==> config.mk <==
export PLATFORM = sky130hd
export DESIGN_NAME = lc3_pipeline_stage3_mem_flat
export DESIGN_NICKNAME = d
export VERILOG_FILES = /design/src/rtl/lc3_pipeline_stage3_mem_if.sv /design/src/rtl/lc3_pipeline_stage3_mem.sv /design/src/flat_wrapper.sv
export SDC_FILE = /design/constraint.sdc
export NUM_CORES = 1
export LEC_CHECK = 0
export ABC_AREA = 0
export CORE_MARGIN = 2
export CORE_UTILIZATION = 43
export CTS_CLUSTER_DIAMETER = 60
export DETAILED_ROUTE_END_ITERATION = 6
export GPL_ROUTABILITY_DRIVEN = 0
export HOLD_SLACK_MARGIN = 0.02
export MAX_ROUTING_LAYER = met4
export PLACE_DENSITY = 0.89
export SLEW_MARGIN = 10
export SYNTH_ARGS = -nofsm -noshare
export SYNTH_HDL_FRONTEND = slang
export SYNTH_SLANG_ARGS = --single-unit
==> constraint.sdc <==
create_clock -name clk -period 6 [get_ports clk]
set_input_delay 0.9 -clock clk [delete_from_list [all_inputs] [get_ports clk]]
set_output_delay 0.9 -clock clk [all_outputs]
set_load 0.01 [all_outputs]
==> src/rtl/lc3_pipeline_stage3_mem_if.sv <==
// Memory port between the LC-3 memory-access stage (master) and its memory (slave).
interface lc3_pipeline_stage3_mem_if;
    logic        mem_req;
    logic        mem_we;
    logic [15:0] mem_addr;
    logic [15:0] mem_wdata;
    logic [15:0] mem_rdata;
    logic        mem_ready;

    modport master (
        output mem_req, mem_we, mem_addr, mem_wdata,
        input  mem_rdata, mem_ready
    );
    modport slave (
        input  mem_req, mem_we, mem_addr, mem_wdata,
        output mem_rdata, mem_ready
    );
endinterface

==> src/rtl/lc3_pipeline_stage3_mem.sv <==
// LC-3 memory-access stage: direct/indirect loads and stores over a req/ready port.
// Optional access timeout enabled by defining LC3_MEM_TIMEOUT_EN.
module lc3_pipeline_stage3_mem #(
    parameter int TIMEOUT_CYCLES = 64
) (
    input  logic        clk,
    input  logic        reset,
    input  logic        stall,
    input  logic        I_valid,
    input  logic [19:0] I_DR,
    input  logic [1:0]  I_WBtype,
    input  logic [2:0]  I_Memtype,
    input  logic [15:0] I_aluout,
    output logic [19:0] O_DR,
    output logic [1:0]  O_WBtype,
    output logic        O_valid,
    output logic        mem_stall,
    output logic [19:0] dr3,
    output logic        mem_err,
    lc3_pipeline_stage3_mem_if.master mem
);
    typedef enum logic [1:0] {IDLE, ACC, IND, DONE} state_t;
    typedef struct packed {
        logic ld;
        logic st;
        logic ind;
    } op_t;

    state_t      state, state_nxt;
    op_t         op_q, op_in;
    logic [19:0] dr_q;
    logic [1:0]  wb_q;
    logic [15:0] addr_q, wdata_q;
    logic        vld_q, gap_q, err_q;
    logic        accept, req, hit, abort;

    always_comb begin
        op_in = '0;
        case (I_Memtype)
            3'b001:  op_in.ld = 1'b1;
            3'b010:  op_in.st = 1'b1;
            3'b101:  begin op_in.ld = 1'b1; op_in.ind = 1'b1; end
            3'b110:  begin op_in.st = 1'b1; op_in.ind = 1'b1; end
            default: ;
        endcase
    end

    assign accept = !stall && (state == IDLE || state == DONE);
    // gap_q holds the request low for one cycle between the two halves of an indirect op
    assign req    = (state == ACC) || (state == IND && !gap_q);
    assign hit    = req && mem.mem_ready;

`ifdef LC3_MEM_TIMEOUT_EN
    logic [7:0] wait_cnt;
    assign abort = req && !mem.mem_ready && (wait_cnt == 8'(TIMEOUT_CYCLES - 1));

    always_ff @(negedge clk or negedge reset) begin
        if (!reset)              wait_cnt <= '0;
        else if (accept || hit)  wait_cnt <= '0;
        else if (req)            wait_cnt <= wait_cnt + 8'd1;
    end
`else
    logic unused_timeout;
    assign unused_timeout = ^TIMEOUT_CYCLES;
    assign abort = 1'b0;
`endif

    always_comb begin
        state_nxt    = state;
        mem.mem_req  = req;
        mem.mem_we   = 1'b0;
        mem_stall    = 1'b0;
        O_valid      = 1'b0;
        case (state)
            IDLE: begin
                O_valid = vld_q;
                if (accept) state_nxt = (I_valid && (op_in.ld || op_in.st)) ? ACC : IDLE;
            end
            ACC: begin
                mem_stall  = 1'b1;
                mem.mem_we = op_q.st && !op_q.ind;
                if (hit)        state_nxt = op_q.ind ? IND : DONE;
                else if (abort) state_nxt = DONE;
            end
            IND: begin
                mem_stall  = 1'b1;
                mem.mem_we = req && op_q.st;
                if (hit || abort) state_nxt = DONE;
            end
            DONE: begin
                O_valid = 1'b1;
                if (accept) state_nxt = (I_valid && (op_in.ld || op_in.st)) ? ACC : IDLE;
            end
            default: state_nxt = IDLE;
        endcase
    end

    always_ff @(negedge clk or negedge reset) begin
        if (!reset) begin
            state   <= IDLE;
            op_q    <= '0;
            dr_q    <= '0;
            wb_q    <= '0;
            addr_q  <= '0;
            wdata_q <= '0;
            vld_q   <= 1'b0;
            gap_q   <= 1'b0;
            err_q   <= 1'b0;
        end else begin
            state <= state_nxt;
            gap_q <= 1'b0;
            if (accept) begin
                op_q    <= op_in;
                dr_q    <= {I_DR[19] & ~op_in.st, I_DR[18:0]};
                wb_q    <= I_WBtype;
                addr_q  <= I_aluout;
                wdata_q <= I_DR[15:0];
                vld_q   <= I_valid;
                err_q   <= 1'b0;
            end else if (hit) begin
                // first half of an indirect op returns the pointer for the second half
                if (state == ACC && op_q.ind) begin
                    addr_q <= mem.mem_rdata;
                    gap_q  <= 1'b1;
                end else if (op_q.ld) begin
                    dr_q[15:0] <= mem.mem_rdata;
                end
            end else if (abort) begin
                dr_q[19] <= 1'b0;
                err_q    <= 1'b1;
            end
        end
    end

    assign O_DR          = dr_q;
    assign O_WBtype      = wb_q;
    assign dr3           = {dr_q[19] & ~mem_stall, dr_q[18:0]};
    assign mem_err       = err_q;
    assign mem.mem_addr  = addr_q;
    assign mem.mem_wdata = wdata_q;
endmodule

==> src/flat_wrapper.sv <==
// flat-port wrapper written by rule: the top's interface ports become plain ports
module lc3_pipeline_stage3_mem_flat 
#(
    parameter int TIMEOUT_CYCLES = 64
)
  (clk, reset, stall, I_valid, I_DR, I_WBtype, I_Memtype, I_aluout, O_DR, O_WBtype, O_valid, mem_stall, dr3, mem_err, mem_mem_req, mem_mem_we, mem_mem_addr, mem_mem_wdata, mem_mem_rdata, mem_mem_ready);
  lc3_pipeline_stage3_mem_if mem_i ();
  input  logic clk;
  input  logic reset;
  input  logic stall;
  input  logic I_valid;
  input  logic [19:0] I_DR;
  input  logic [1:0] I_WBtype;
  input  logic [2:0] I_Memtype;
  input  logic [15:0] I_aluout;
  output logic [19:0] O_DR;
  output logic [1:0] O_WBtype;
  output logic O_valid;
  output logic mem_stall;
  output logic [19:0] dr3;
  output logic mem_err;
  output wire logic [$bits(mem_i.mem_req)-1:0] mem_mem_req;
  output wire logic [$bits(mem_i.mem_we)-1:0] mem_mem_we;
  output wire logic [$bits(mem_i.mem_addr)-1:0] mem_mem_addr;
  output wire logic [$bits(mem_i.mem_wdata)-1:0] mem_mem_wdata;
  input wire logic [$bits(mem_i.mem_rdata)-1:0] mem_mem_rdata;
  input wire logic [$bits(mem_i.mem_ready)-1:0] mem_mem_ready;
  assign mem_mem_req = mem_i.mem_req;
  assign mem_mem_we = mem_i.mem_we;
  assign mem_mem_addr = mem_i.mem_addr;
  assign mem_mem_wdata = mem_i.mem_wdata;
  assign mem_i.mem_rdata = mem_mem_rdata;
  assign mem_i.mem_ready = mem_mem_ready;
  lc3_pipeline_stage3_mem #(.TIMEOUT_CYCLES(TIMEOUT_CYCLES)) u_core (.clk(clk), .reset(reset), .stall(stall), .I_valid(I_valid), .I_DR(I_DR), .I_WBtype(I_WBtype), .I_Memtype(I_Memtype), .I_aluout(I_aluout), .O_DR(O_DR), .O_WBtype(O_WBtype), .O_valid(O_valid), .mem_stall(mem_stall), .dr3(dr3), .mem_err(mem_err), .mem(mem_i));
endmodule
== After elaboration in Yosys (flattened, before gate mapping) ==
Cells that the tools add are included.
Word-level totals
  register bits: 61
  input port bits: 62
  output and inout port bits: 79
  logic and storage cells: 73
Cells by class
  equality and inequality tests: 11
  muxes and demuxes: 22
  bitwise operators: 4
  reduce and logical (&&, ||, !) cells: 25
Operators with widths (number)
  $mux 16: 7
  $reduce_or 2->1: 5
  $mux 1: 9
  $ne 2x1->1 const B: 4
  $logic_and 1x1->1: 7
  $eq 3x3->1 const B: 2
  $mux 2: 3
  $pmux 2 s3: 1
  $reduce_and 3->1: 2
  $reduce_bool 2->1: 3
  $eq 2x2->1 const B: 2
  $pmux 1 s2: 2
  $eq 3x1->1 const B: 1
  $eq 3x2->1 const B: 1
  $logic_not 1->1: 3
  $logic_or 1x1->1: 3
  $and 1x1->1: 2
  $eq 2x1->1 const B: 1
  $logic_not 2->1: 1
  $not 1->1: 2
  $reduce_and 2->1: 1

== Logic depth before layout (Yosys ltp) ==
  depth in word-level cells: 8
  depth in mapped cells: 8
  depth with buffers taken out: 6

==> impl_metrics.yaml <==
cts:
  clock-root-buffer: "clkbuf_8"
  clkTransAtPathRegs_ps: 50
  cts_buffers: 9
  worst_skew_pair.late_latency_ps: 320
  hold_buffers: 0
  cts_tree: "built"
  cts_max_level: 3
  cts_sinks: 61
  cts_buffer_depth: 2
routing:
  final_antenna_net_count: 0
  drt_iter0_drc: 67
  viasPerCell: 5.17
  drc: 0
  wl_um: 7790
  wl_per_cell_um: 16.6
  dr.pass1.iters: 4
  vias: 2418
sta:
  finalClockSkew_ps: 4.81
  timing.slew.headroom: 0.346
  fin_tns_setup_ps: 0
  drv_slew: 0
  finalWorstSetupSlack_ps: 78.4
  tightest_slew_ps: 978
  hold_viol_final: 0
  setup_viol: 0
power:
  p_sw_frac: 0.347
  power_density_nw_per_um2: 560
  peakVddDrop_mv: 0.316
  p_clk_frac: 0.165
  p_switching_mw: 0.859
  p_int_mw: 1.62
  combPwrFrac: 0.527
  finalPower_mw: 2.47
  power_frac_seq: 0.308
  power.leakage_nw: 2.12
synthesis:
  synthesis.nets: 332
  ys_seq_area_frac: 0.538
  synth_area_leaders: "dfrtn_1 54%, mux2i_1 6.0%, nand2_1 5.8%, a221o_1 5.6%, buf_4 5.3%"
  synth_edf_count: 0
  synth_compound_gate_area_share: 0.148
  yosys.area.top_type: "dfrtn_1"
  synth_top_area_frac: 0.538
  synth_top_flop_cell: "dfrtn_1"
  synthArstFlopShare: 1.00
  synth-adder-area-share: 0.0397
  synth_top_family_by_area: "compound AO/OA/AOI/OAI gates"
  synth-simple-area-share: 0.122
  synth_mux_area_frac: 0.0639
  yosysUniqueCellTypes: 26
  ys_warn_count: 0
  synth.avg_cell_area_um2: 10.9
  ys_ff_latch: 61
  syn_inst: 261
  yosys.area_share.xor_xnor: 0
  syn_area_um2: 2840
grt:
  grt_pass1_vias: 2508
  grt_max_degree: 53
  grt.total_usage: 0.224
  grt_first_pass_wirelength_um: 12300
  antenna_found_initial: 0
  globalRoute.totalOverflow: 0
worst_setup_path:
  cp-start-kind: "register"
  end_kind: "primary output"
  path_cells: "inv_1 -> ha_2 -> nand2b_1 -> nand2_1 -> o21ai_0 -> and3_1 -> clkdlybuf4s50_1"
  critPathTopFamily: "buffers and inverters"
  crit_type: "register to primary output"
  cp_max_fo: 5
  crit_buf_inv: 2
  critPathArrivalTime_ps: 5020
  max_stage_delay_ps: 470
  cp.required_ps: 5100
  worst_path_max_delay_cell: "clkdlybuf4s50_1"
  worst-r2r-cell-count: 6
  crit_cells: 7
  reg2reg_slack_ps: 3810
die:
  io_pins: 141
  die_area_um2: 7270
  die_x_um: 85.3
  num_rows: 29
  fp.coreArea_um2: 6350
  fp.dieH_um: 85.3
  start_util: 0.447
cells_and_area:
  fillers: 471
  mostFrequentLayoutCells: "138 x clkdlybuf4s50_1, 61 x dfrtn_1, 44 x nand2_1"
  area_delta_synth_final_pct: 55.6
  seq_area_um2: 1530
  final_nets: 457
  layout_commonest_cell: "clkdlybuf4s50_1"
  stdcell_area_um2: 4420
  drive_above_1_share: 0.0818
  multi_input_area_um2: 1080
  diodes: 0
hold_path:
  worst_hold_path_type: "register to register"
  whs_path_depth: 1
run_status:
  status: "finished, final reports clean"
placement:
  postPlaceCellArea_um2: 4160
  port_buffers: 139
  detailed_place_hpwl_um: 5520
  pre_cts_ws_ps: 336
flow_run:
  max-cap-violations: 0
==> state kept, by name, summed over array words and instances (netlist names) <==
signal / count
u_core.O_DR: 20
u_core.O_WBtype: 2
u_core.gap_q: 1
u_core.mem.mem_addr: 16
u_core.mem.mem_wdata: 16
u_core.op_q: 3
u_core.state: 2
u_core.vld_q: 1
==> path summary, 6_finish.rpt <==
kind | startpoint | to
max | u_core.state[1] | mem_mem_we
min | u_core.mem.mem_wdata[11] | u_core.mem.mem_wdata[11]
max reg2reg | u_core.state[1] | u_core.O_DR[10]
min reg2reg | u_core.mem.mem_wdata[11] | u_core.mem.mem_wdata[11]
max in group asynchronous | reset | u_core.mem.mem_addr[11]
min in group asynchronous | reset | u_core.vld_q
==> power by group through the flow <==
stage,combinational [mW],clock [mW],sequential (mW)
global route,1.40,0.444,0.784
floorplan,0.589,0,0.831
finish,1.30,0.409,0.761
global placement,1.25,0,0.752
detailed placement,1.28,0,0.767
CTS,1.29,0.421,0.761
==> repair_timing <==
item	in CTS	in global routing
setup buffers	1	3
resized for setup	0	3
endpoints found under the hold margin	0	0
endpoints found under the setup margin	1	2
==> Yosys cell counts, types with 3 or more instances <==
master	number
a21oi_1	4
and2_1	16
dfrtn_1	61
buf_4	20
a221o_1	16
nand2_1	44
o21ai_0	21
nand2b_1	3
nor2_1	5
buf_6	3
inv_1	5
clkbuf_1	7
a21o_1	16
buf_2	4
mux2i_1	17
ha_1	9
==> per-stage QoR <==
stage	hold slack (ps)	cells	util
after detailed placement	425	448	0.654
final	421	468	0.696
after floorplan	399	261	-
after global routing	432	468	0.696
after CTS	424	465	0.691
after global placement	417	448	0.654
==> logic make-up after synthesis <==
family | after synthesis
DFF | 61
AOI/OAI and AO/OA | 59
buffers and inverters | 39
and+or+nand+nor | 74
muxes | 18
adders and majority gates | 9
other | 1
==> cell type report <==
type                    instances  area share
clock buffers                  12      0.0351
clock inverters                 4      0.0159
inverters                       5     0.00425
multi-input cells             161       0.246
flip-flops and latches         61       0.346
well taps                      77      0.0218
repair buffers                148       0.332
==> routing by layer <==
layer | vias up | GRT usage | routed length [um]
li1 | 1127 | - | -
met1 | 1172 | 0.279 | 3320
met2 | 113 | 0.359 | 3870
met3 | 6 | 0.0554 | 515
met4 | 0 | 0.0707 | 87
met5 | - | - | 0
==> worst register-to-register path, stage by stage (launching register included) <==
cell and delay, ps:
dfrtn_1 430, buf_4 140, ha_2 220, nand2b_1 90
mux2i_1 230, a31oi_2 420, a221o_1 490
No activity file was read; power rests on OpenSTA's default activity.
